### config.mk
export PLATFORM = sky130hd
export DESIGN_NAME = exec_unit_sliced
export DESIGN_NICKNAME = d
export VERILOG_FILES = /design/src/rtl/exec_unit_sliced_pkg.sv /design/src/rtl/exec_unit_sliced_alu_slice.sv /design/src/rtl/exec_unit_sliced.sv
export SDC_FILE = /design/constraint.sdc
export NUM_CORES = 1
export LEC_CHECK = 0
export ABC_CLOCK_PERIOD_IN_PS = 4000
export CORE_ASPECT_RATIO = 1.4
export CORE_MARGIN = 4
export CORE_UTILIZATION = 54
export DETAILED_ROUTE_END_ITERATION = 12
export PLACE_DENSITY = 0.87
export SLEW_MARGIN = 0
export SYNTH_ARGS = -nofsm -noshare
export SYNTH_HDL_FRONTEND = slang
export SYNTH_SLANG_ARGS = --single-unit
### constraint.sdc
create_clock -name clk -period 4 [get_ports clk]
set_clock_uncertainty 0.15 [all_clocks]
set_input_delay 1 -clock clk [delete_from_list [all_inputs] [get_ports clk]]
set_output_delay 1 -clock clk [all_outputs]
set_load 0.03 [all_outputs]
### src/rtl/exec_unit_sliced_pkg.sv
// ----------------------------------------------------------------------------
// exec_pkg
// Shared definitions for the sliced execution unit:
//   - ALU opcode encodings (OP_PASS .. OP_CMP)
//   - FSM state encoding (S_IDLE, S_BUSY, S_DONE)
//   - default slice width
// ----------------------------------------------------------------------------
package exec_pkg;

  localparam logic [2:0] OP_PASS = 3'b000;
  localparam logic [2:0] OP_ADD  = 3'b001;
  localparam logic [2:0] OP_SUB  = 3'b010;
  localparam logic [2:0] OP_AND  = 3'b011;
  localparam logic [2:0] OP_OR   = 3'b100;
  localparam logic [2:0] OP_XOR  = 3'b101;
  localparam logic [2:0] OP_SHL  = 3'b110;
  localparam logic [2:0] OP_CMP  = 3'b111;

  typedef enum logic [1:0] {
    S_IDLE = 2'b00,
    S_BUSY = 2'b01,
    S_DONE = 2'b10
  } state_t;

  localparam int DEFAULT_SLICE = 8;

  // SUB and CMP both run the adder on ~B with an initial carry of 1.
  function automatic logic is_subtract(input logic [2:0] op);
    return (op == OP_SUB) || (op == OP_CMP);
  endfunction

endpackage

### src/rtl/exec_unit_sliced_alu_slice.sv
// ----------------------------------------------------------------------------
// alu_slice
// Purely combinational SLICE-bit ALU slice. The carry input comes from the
// registered carry of the previous slice, so no combinational path ever
// crosses a slice boundary.
// Ports:
//   a, b     in  SLICE  operand slices
//   op       in  3      opcode (exec_pkg OP_*)
//   cin      in  1      carry in (for SHL: the previous slice's MSB of A)
//   y        out SLICE  slice value (A-B for CMP; the top keeps A as result)
//   cout     out 1      carry out (A's slice MSB for SHL, 0 for logic/PASS)
//   msb_cin  out 1      carry into the slice MSB, used for signed overflow
//   zero     out 1      y is all zeros
// ----------------------------------------------------------------------------
module alu_slice
  import exec_pkg::*;
#(
  parameter int SLICE = DEFAULT_SLICE
) (
  input  logic [SLICE-1:0] a,
  input  logic [SLICE-1:0] b,
  input  logic [2:0]       op,
  input  logic             cin,
  output logic [SLICE-1:0] y,
  output logic             cout,
  output logic             msb_cin,
  output logic             zero
);

  logic [SLICE-1:0] bx;
  logic [SLICE:0]   sum;
  logic [SLICE:0]   shl;

  // Shared adder for ADD/SUB/CMP and the shift-with-carry-in vector
  always_comb begin
    if (is_subtract(op)) begin
      bx = ~b;
    end else begin
      bx = b;
    end
    sum = {1'b0, a} + {1'b0, bx} + {{SLICE{1'b0}}, cin};
    shl = {a, cin};
  end

  // Sum bit at the MSB equals a ^ b ^ carry-in, so the carry-in is recovered by XOR
  assign msb_cin = sum[SLICE-1] ^ a[SLICE-1] ^ bx[SLICE-1];

  // Opcode select for the slice value and carry out
  always_comb begin
    y    = '0;
    cout = 1'b0;
    case (op)
      OP_PASS: y = a;
      OP_ADD, OP_SUB, OP_CMP: begin
        y    = sum[SLICE-1:0];
        cout = sum[SLICE];
      end
      OP_AND:  y = a & b;
      OP_OR:   y = a | b;
      OP_XOR:  y = a ^ b;
      OP_SHL: begin
        y    = shl[SLICE-1:0];
        cout = a[SLICE-1];
      end
      default: begin
        y    = a;
        cout = 1'b0;
      end
    endcase
  end

  assign zero = (y == '0);

endmodule

### src/rtl/exec_unit_sliced.sv
// ----------------------------------------------------------------------------
// exec_unit_sliced
// Multi-cycle WIDTH-bit ALU that processes one SLICE-bit slice per cycle.
// Carry and zero state ripple between slices through registers only.
// WIDTH must be a multiple of SLICE; NSLICE = WIDTH/SLICE.
// Optional feature macro: EXEC_EXT_FLAGS_EN adds the negative/overflow ports.
// Ports:
//   clk, rst             clock, synchronous active-high reset
//   in_valid / in_ready  operation handshake (in_ready high only in IDLE)
//   operanda, operandb   WIDTH-bit operands, alu_op 3-bit opcode
//   out_valid/out_ready  result handshake (out_valid high only in DONE)
//   result, carry, zero  result and flags, zero outside DONE
//   negative, overflow   extended flags (EXEC_EXT_FLAGS_EN only)
// ----------------------------------------------------------------------------
module exec_unit_sliced
  import exec_pkg::*;
#(
  parameter int WIDTH = 16,
  parameter int SLICE = DEFAULT_SLICE
) (
  input  logic             clk,
  input  logic             rst,
  input  logic             in_valid,
  output logic             in_ready,
  input  logic [WIDTH-1:0] operanda,
  input  logic [WIDTH-1:0] operandb,
  input  logic [2:0]       alu_op,
  output logic             out_valid,
  input  logic             out_ready,
  output logic [WIDTH-1:0] result,
  output logic             carry,
`ifdef EXEC_EXT_FLAGS_EN
  output logic             zero,
  output logic             negative,
  output logic             overflow
`else
  output logic             zero
`endif
);

  localparam int NSLICE = WIDTH / SLICE;
  localparam int IDXW   = (NSLICE > 1) ? $clog2(NSLICE) : 1;
  localparam logic [IDXW-1:0] LAST_IDX = IDXW'(NSLICE - 1);

  state_t           state;
  state_t           next_state;
  logic [WIDTH-1:0] opa;
  logic [WIDTH-1:0] opb;
  logic [WIDTH-1:0] acc;
  logic [WIDTH-1:0] acc_next;
  logic [2:0]       op;
  logic [IDXW-1:0]  idx;
  logic             cy;
  logic             zacc;
  logic             last;
  logic             is_arith;

  logic [SLICE-1:0] sl_a;
  logic [SLICE-1:0] sl_b;
  logic [SLICE-1:0] sl_y;
  logic [SLICE-1:0] sl_res;
  logic             sl_cout;
  logic             sl_msb_cin;
  logic             sl_zero;

  assign sl_a     = opa[int'(idx)*SLICE +: SLICE];
  assign sl_b     = opb[int'(idx)*SLICE +: SLICE];
  assign last     = (idx == LAST_IDX);
  assign is_arith = (op == OP_ADD) || is_subtract(op);
  // CMP only drives flags; the stored result stays A.
  assign sl_res   = (op == OP_CMP) ? sl_a : sl_y;

  alu_slice #(.SLICE(SLICE)) u_slice (
    .a       (sl_a),
    .b       (sl_b),
    .op      (op),
    .cin     (cy),
    .y       (sl_y),
    .cout    (sl_cout),
    .msb_cin (sl_msb_cin),
    .zero    (sl_zero)
  );

  // FSM state register
  always_ff @(posedge clk) begin
    if (rst) begin
      state <= S_IDLE;
    end else begin
      state <= next_state;
    end
  end

  // FSM next-state logic
  always_comb begin
    next_state = state;
    case (state)
      S_IDLE: begin
        if (in_valid) next_state = S_BUSY;
        else          next_state = S_IDLE;
      end
      S_BUSY: begin
        if (last) next_state = S_DONE;
        else      next_state = S_BUSY;
      end
      S_DONE: begin
        if (out_ready) next_state = S_IDLE;
        else           next_state = S_DONE;
      end
      default: next_state = S_IDLE;
    endcase
  end

  // FSM handshake outputs decoded from the state register
  always_comb begin
    in_ready  = 1'b0;
    out_valid = 1'b0;
    case (state)
      S_IDLE:  in_ready  = 1'b1;
      S_DONE:  out_valid = 1'b1;
      default: begin
        in_ready  = 1'b0;
        out_valid = 1'b0;
      end
    endcase
  end

  // Accumulated result with the current slice merged in
  always_comb begin
    acc_next = acc;
    acc_next[int'(idx)*SLICE +: SLICE] = sl_res;
  end

  // Datapath: operand latch, per-slice ripple state and registered outputs
  always_ff @(posedge clk) begin
    if (rst) begin
      opa      <= '0;
      opb      <= '0;
      op       <= OP_PASS;
      acc      <= '0;
      idx      <= '0;
      cy       <= 1'b0;
      zacc     <= 1'b0;
      result   <= '0;
      carry    <= 1'b0;
      zero     <= 1'b0;
`ifdef EXEC_EXT_FLAGS_EN
      negative <= 1'b0;
      overflow <= 1'b0;
`endif
    end else begin
      case (state)
        S_IDLE: begin
          if (in_valid) begin
            opa  <= operanda;
            opb  <= operandb;
            op   <= alu_op;
            acc  <= '0;
            idx  <= '0;
            cy   <= is_subtract(alu_op);
            zacc <= 1'b1;
          end
        end
        S_BUSY: begin
          acc  <= acc_next;
          cy   <= sl_cout;
          zacc <= zacc & sl_zero;
          idx  <= idx + IDXW'(1);
          if (last) begin
            result   <= acc_next;
            carry    <= sl_cout;
            zero     <= zacc & sl_zero;
`ifdef EXEC_EXT_FLAGS_EN
            // sl_y is A-B for CMP, so the sign comes from the difference
            negative <= sl_y[SLICE-1];
            overflow <= is_arith & (sl_msb_cin ^ sl_cout);
`endif
          end
        end
        S_DONE: begin
          // Clearing on handshake keeps outputs at zero throughout IDLE
          if (out_ready) begin
            result   <= '0;
            carry    <= 1'b0;
            zero     <= 1'b0;
`ifdef EXEC_EXT_FLAGS_EN
            negative <= 1'b0;
            overflow <= 1'b0;
`endif
          end
        end
        default: begin
          idx <= '0;
        end
      endcase
    end
  end

endmodule

==> metrics, run 1 <==
Synth Area in Adders under 10%; RSZ-0062 raised after global routing false; die height ~110 µm; Area growth syn-to-layout 25.4%; hold_buf cts 0; # diodes 0; clk slew on worst S/H paths roughly 0.07 ns; CTS sink cnt 66; H-tree Lvls 3; number of synthesized register bits 66; mux cell area share after synthesis around 5.2%; Starting DRT DRC Count 325; crit path kind register to register; first-pass GRT wire length approximately 17000 µm; Initial Utilization a little under three fifths; period utilization between 80% and 90%; most frequent cell after synthesis nand2_1; largest cells by area after synthesis dfxtp_1 (35%), nand2_1 (10%), a21oi_1 (8.6%), ha_1 (7.7%), mux2i_1 (4.8%); status finished, final reports clean; most frequent CP cell fa_1; Internal Power roughly 1300 µW; Vias 3607; max_cap viols 0; CP Launch Type register; Die Width ~78 µm; DRC viols 0; crit path buf inv count 2; vias per cell a little under 6; busiest layer in global routing met2; Placer Congestion about 1; Max-slew headroom a little over half; Arrival @ worst endpoint ~3.7 ns; final setup fails 0; mean post-synth cell area 7.89 µm²; Post-Synth Simple-Gate Area between 20% and 30%; GRT met3 Usage under 10%; clock latency on the worst-skew pair roughly 0.34 ns; CTS Buffer Depth 2; PostCTS Resize Cnt 0; Pre-Repair DR Iteration Count 5; Flop pwr share 39.0%; total CTS buffers 9; core area 0.00666 mm²; I/O pin count 59; CP endpoint kind register; Hold Fails Final Rpt 0; P_leak approximately 0.0019 µW; post-synthesis sequential area ratio a little over a third; slowest CP cell dfxtp_1; clock root buffer clkbuf_8; Synth top cells by count nand2_1 (101), dfxtp_1 (66), a21oi_1 (64); Worst Path Max Fanout 7; Syn Nets 536; combinational share of power between 20% and 30%; largest family of logic cells by synthesized area compound AO/OA/AOI/OAI gates; share of the synthesized area in the top cell type between 30 and 40%; worst min-delay path category register to register; GRT overflow 0; vias in the first global route 3505; Filler cells about 550; cell taking the most area after synthesis dfxtp_1; fin. max-slew vios 0; P per Cell Area around 390 mW/mm²; Least-Margin Pin Slew ~0.7 ns; Clock Power Share between 30% and 40%; ANT nets after route 0; DP HPWL 7630 µm; crit-path cells nor2b_1, buf_4, nand3b_1, xnor2_1, fa_1, inv_1, fa_1, a211oi_1, nor2_1, o21ai_0, o22a_1, nand4b_1, or3_1, o41ai_2; postcts setup bufs 0; post-synth cell types slightly below 50; WP data required 4.08 ns; largest net degree at the start of global routing 40; Post-Synthesis Cells between 400 and 500; final net count 592; Crit path largest cell delay approximately 0.43 ns; final critical-path required period roughly 3.6 ns; setup TNS 0 ns; asr flop ratio synth 0%; Post-synth EDFFs 0; Cell Area, Synth between 0.003 and 0.004 mm²; Synth Area in Compound Gates a little over a fifth; Switching Share 28.1%; met1 usage between 20% and 30%; yosys warns 0; CTS tree yes; Synth Area in XOR/XNOR a little over 3%; peak supply drop about 370 µV; average wire per standard cell 16.1 µm; Post-Route WL a little over 10000 µm; Net Switching 515 µW; GRT Util Overall around a quarter; die area slightly above 0.008 mm²; FP Rows 35; share of layout cells above drive strength 1 between 7 and 8%; Worst path top cell family by delay compound AO/OA/AOI/OAI gates; antenna violations before repair 0; PnR Total Power between 1500 and 2000 µW; ys flop type dfxtp_1; met2 usage between 40 and 50%; fmax around 0.28 GHz; PortBufs slightly below 60
## power by group through the flow
stage	sequential, µW	clock [µW]	combinational [µW]
floorplan	724	0	275
global placement	725	0	404
detailed placement	726	0	410
CTS	712	702	415
global route	715	733	463
finish	712	696	420
## worst min-delay path, cell delays in order, from the launching register on
cell and delay [ns]:
dfxtp_1 0.31, nand2_1 0.05, a21oi_1 0.05
## routing by layer
metal | part of all wire [%] | up-vias | routed length, µm
li1 | - | 1747 | -
met1 | 39 | 1688 | 3940
met2 | 51 | 136 | 5160
met3 | 5.2 | 36 | 527
met4 | 4.5 | 0 | 457
met5 | 0 | - | 0
## logic make-up after synthesis
family                     count (synthesis)
muxes                                     19
xor gates and xnor gates                  13
and+or+nand+nor                          171
DFF                                       66
adders and majority gates                 26
buffers and inverters                     51
AOI/OAI and AO/OA                        126
## sequential cells by signal (all words and copies together), names as in the netlist
name and flops:
carry 1, zacc 1, op 3, state 2, opa 16, opb 16, result 16, zero 1
idx 1, acc 8, cy 1
## per-stage QoR
step | setup WS (ns) | util, % | instance area, µm² | instances | hold WS, ns
finish | 0.436 | 70.2 | 4670 | 625 | 0.302
global route | 0.193 | 70.2 | 4670 | 625 | 0.326
CTS | 0.468 | 70.2 | 4670 | 625 | 0.306
detailed placement | 0.512 | 66.4 | 4420 | 609 | 0.297
global placement | 0.612 | 66.4 | 4420 | 609 | 0.293
floorplan | 0.277 | - | 3720 | 472 | 0.286
## final timing paths
| kind | startpoint | endpoint | slack (ns) | depth (start not counted) |
|---|---|---|---|---|
| worst max-delay path | op[2] | zacc | 0.44 | 14 |
| worst min register to register | result[13] | result[13] | 0.30 | 2 |
| worst min-delay path | result[13] | result[13] | 0.30 | 2 |
| worst max register to register | op[2] | zacc | 0.44 | 14 |
## layout by cell type, fill, tap and decap left out, drive strengths merged, types with 3 or more instances in the layout
master,instances
nand2,101
dfxtp,66
a21oi,64
clkdlybuf4s50,57
nor2,29
inv,23
ha,23
mux2i,18
buf,16
a22oi,14
clkbuf,12
xnor2,11
nand3,10
o21ai,10
nor2b,6
nand2b,6
nand3b,6
o221ai,5
or3,4
a31oi,4
and2,3
a211o,3
bufinv,3
## final cells by class
class                      instances  area (µm²)  area share [%]
tap                               92         115            2.46
sequential                        66        1320            28.3
multi-input combinational        355        2210            47.3
inverter                          23        86.3            1.85
timing repair buffer              73         688            14.7
clock inverter                     4        97.6            2.09
clock buffer                      12         155            3.32
(Power assumes the default switching activity.)
==> run 2, diff against run 1 <==
--- a/config.mk
+++ b/config.mk
@@ -5,13 +5,16 @@
 export SDC_FILE = /design/constraint.sdc
 export NUM_CORES = 1
 export LEC_CHECK = 0
+export ABC_AREA = 1
 export ABC_CLOCK_PERIOD_IN_PS = 4000
 export CORE_ASPECT_RATIO = 1.4
 export CORE_MARGIN = 4
 export CORE_UTILIZATION = 54
 export DETAILED_ROUTE_END_ITERATION = 12
+export GPL_TIMING_DRIVEN = 1
 export PLACE_DENSITY = 0.87
 export SLEW_MARGIN = 0
 export SYNTH_ARGS = -nofsm -noshare
 export SYNTH_HDL_FRONTEND = slang
 export SYNTH_SLANG_ARGS = --single-unit
+export TNS_END_PERCENT = 10
==> run 2 against run 1 <==
Effect of this change:
- first-iteration DRC count decreased by 30%
- sequential cell count unchanged
- worst setup slack improved by 0.053 ns
- hold slack got worse by 0.0052 ns
- critical path depth increased by 5
- non-clock buffer count decreased by 9
- global-route usage increased by 0.37 points
==> metrics, run 2 <==
Synth top cells by count nand2_1 (158), nor2_1 (76), dfxtp_1 (66); I/O pin count just under 60; most frequent cell after synthesis nand2_1; most frequent cells in the layout nand2_1 (158), nor2_1 (76), dfxtp_1 (66), inv_1 (58), clkdlybuf4s50_1 (58); CP Launch Type register; Hold Fails Final Rpt 0; H-tree Lvls 3; fin. max-slew vios 0; fin cells 732; Area after DPL ~0.0045 mm²; CTS tree yes; antenna violations before repair 0; hold_buf cts 0; minimum hold slack ~0.30 ns; WP data required around 4.1 ns; R2R Setup Slk 0.49 ns; final setup fails 0; end of the worst hold path opb[2]; post-synthesis sequential area ratio 34.5%; GRT overflow 0; number of synthesized register bits 66; total CTS buffers 9; GRT Util Overall between 20 and 30%; mean post-synth cell area about 6.6 µm²; vias per cell 5.28; core area about 0.0069 mm²; Reg2Reg Depth 19; worst setup path start op[2]; DRC viols 0; Vias 3865; post-synth cell types 31; fmax about 0.28 GHz; die area between 0.008 and 0.009 mm²; cell taking the most area after synthesis dfxtp_1; crit path kind register to register; CTS sink cnt 66; setup TNS 0 ns; Post-Synthesis Cells 581; most common cell after layout, fill and taps aside nand2_1; RSZ-0062 raised after global routing false; FP Rows 36; Starting DRT DRC Count about 230; Arrival @ worst endpoint between 3 and 4 ns; PostCTS Resize Cnt 0; Placer Congestion a little under 1; Cell Area, Synth between 0.003 and 0.004 mm²; clock root buffer clkbuf_8; peak supply drop around 340 µV; max_cap viols 0; design area 0.00474 mm²; worst min-delay path category register to register; placed insts roughly 720; status finished, final reports clean; ANT nets after route 0; CTS Buffer Depth 2; Post-Route WL between 10000 and 15000 µm; final critical-path required period ~3.5 ns; Syn Nets about 650; asr flop ratio synth 0%; largest cells by area after synthesis dfxtp_1 (34%), nand2_1 (15%), ha_1 (7.5%), nor2_1 (7.4%), o21ai_0 (6.9%); Die Width between 70 and 80 µm; FF-to-FF Start op[2]; average wire per standard cell ~14 µm; FF-to-FF End zero; Initial Utilization 55.3%; top flop regs opa: 16 flops, opb: 16 flops, result: 16 flops; vias in the first global route about 3800; largest net degree at the start of global routing 48; P per Cell Area about 420 mW/mm²; Post-synth EDFFs 0; PortBufs 58; clock latency on the worst-skew pair 0.34 ns; # diodes 0; Hold Path Origin opb[2]; CP endpoint kind register; share of the synthesized area in the top cell type between 30 and 40%; share of layout cells above drive strength 1 under 10%; postcts setup bufs 0; die height roughly 110 µm; yosys warns 0; Hold Path Stages 2; clk slew on worst S/H paths approximately 0.080 ns; first-pass GRT wire length 17200 µm; period utilization slightly below 90%; Worst Path Max Fanout 15; ys flop type dfxtp_1; Max-slew headroom between 40% and 50%; Least-Margin Pin Slew 0.755 ns; Pre-Repair DR Iteration Count 5; DP HPWL 7960 µm; P_leak approximately 0.0021 µW; final net count approximately 700; Area growth syn-to-layout 23.6%
## run 2: cell types whose count changed in the layout (fill, tap and decap cells not counted), moves of 10 or more
cell     change
nand3_1     +14
a22oi_1     -14
mux2i_1     -18
a21oi_1     -22
o21ai_0     +45
nand2_1     +57
nand4_1     +10
nor2_1      +48
inv_1       +35
## run 2: per-layer routing
metal / global-route usage, % / routed length (µm)
met5: 0 / 0
met3: 4.27 / 414
met2: 46.0 / 5490
met4: 13.6 / 338
met1: 28.5 / 4260
## run 2: power breakdown
part / total (µW) / switching, µW / internal [µW]
Sequential: 732 / 31.4 / 700
Clock: 759 / 263 / 496
Combinational: 520 / 331 / 189
## run 2: worst max-delay path by stage
stage | end | slack (ns)
global route | zero | 0.15
CTS | acc[3] | 0.48
finish | zero | 0.49
detailed placement | result[14] | 0.51
floorplan | result[14] | 1.10
global placement | zero | 0.66
## run 2: cells by family (layout without fill, tap and decap cells)
kind of cell	count (synthesis)	after routing	share of synthesized area [%]
flops	66	66	34.5
buf+inv	89	145	9.33
fa+ha+maj	25	25	8.55
compound gates	111	111	15.0
xor+xnor	10	10	2.28
simple gates	280	280	30.4
## run 2: worst max-delay path, cell delays in order, from the launching register on
cell and delay, ns:
dfxtp_1 0.65, inv_2 0.20, nand3_1 0.21, nand2_1 0.29
xnor2_1 0.23, fa_1 0.37, inv_1 0.11, fa_1 0.24
nand2_1 0.07, nand3_1 0.09, nand3_1 0.09, nand2_1 0.08
nand2_1 0.06, nand3_1 0.08, nand2_1 0.05, nand2_1 0.08
nand3_1 0.10, nor2_2 0.12, nand2_1 0.08, a21oi_2 0.14
## run 2: final cells by class
type / instances / area (µm²)
Sequential cell: 66 / 1320
Timing Repair Buffer: 64 / 626
Fill cell: 616 / 2200
Multi-Input combinational cell: 426 / 2160
Clock buffer: 10 / 138
Clock inverter: 6 / 138
Inverter: 65 / 244
Tap cell: 95 / 119
## run 2: metrics by stage
step / total power, µW / utilization, % / worst slack (ns)
finish: 2010 / 68.3 / 0.488
global route: 2120 / 68.3 / 0.150
CTS: 2020 / 68.3 / 0.483
detailed placement: 1260 / 64.4 / 0.512
global placement: 1250 / 64.4 / 0.658
floorplan: 1100 / - / 1.10
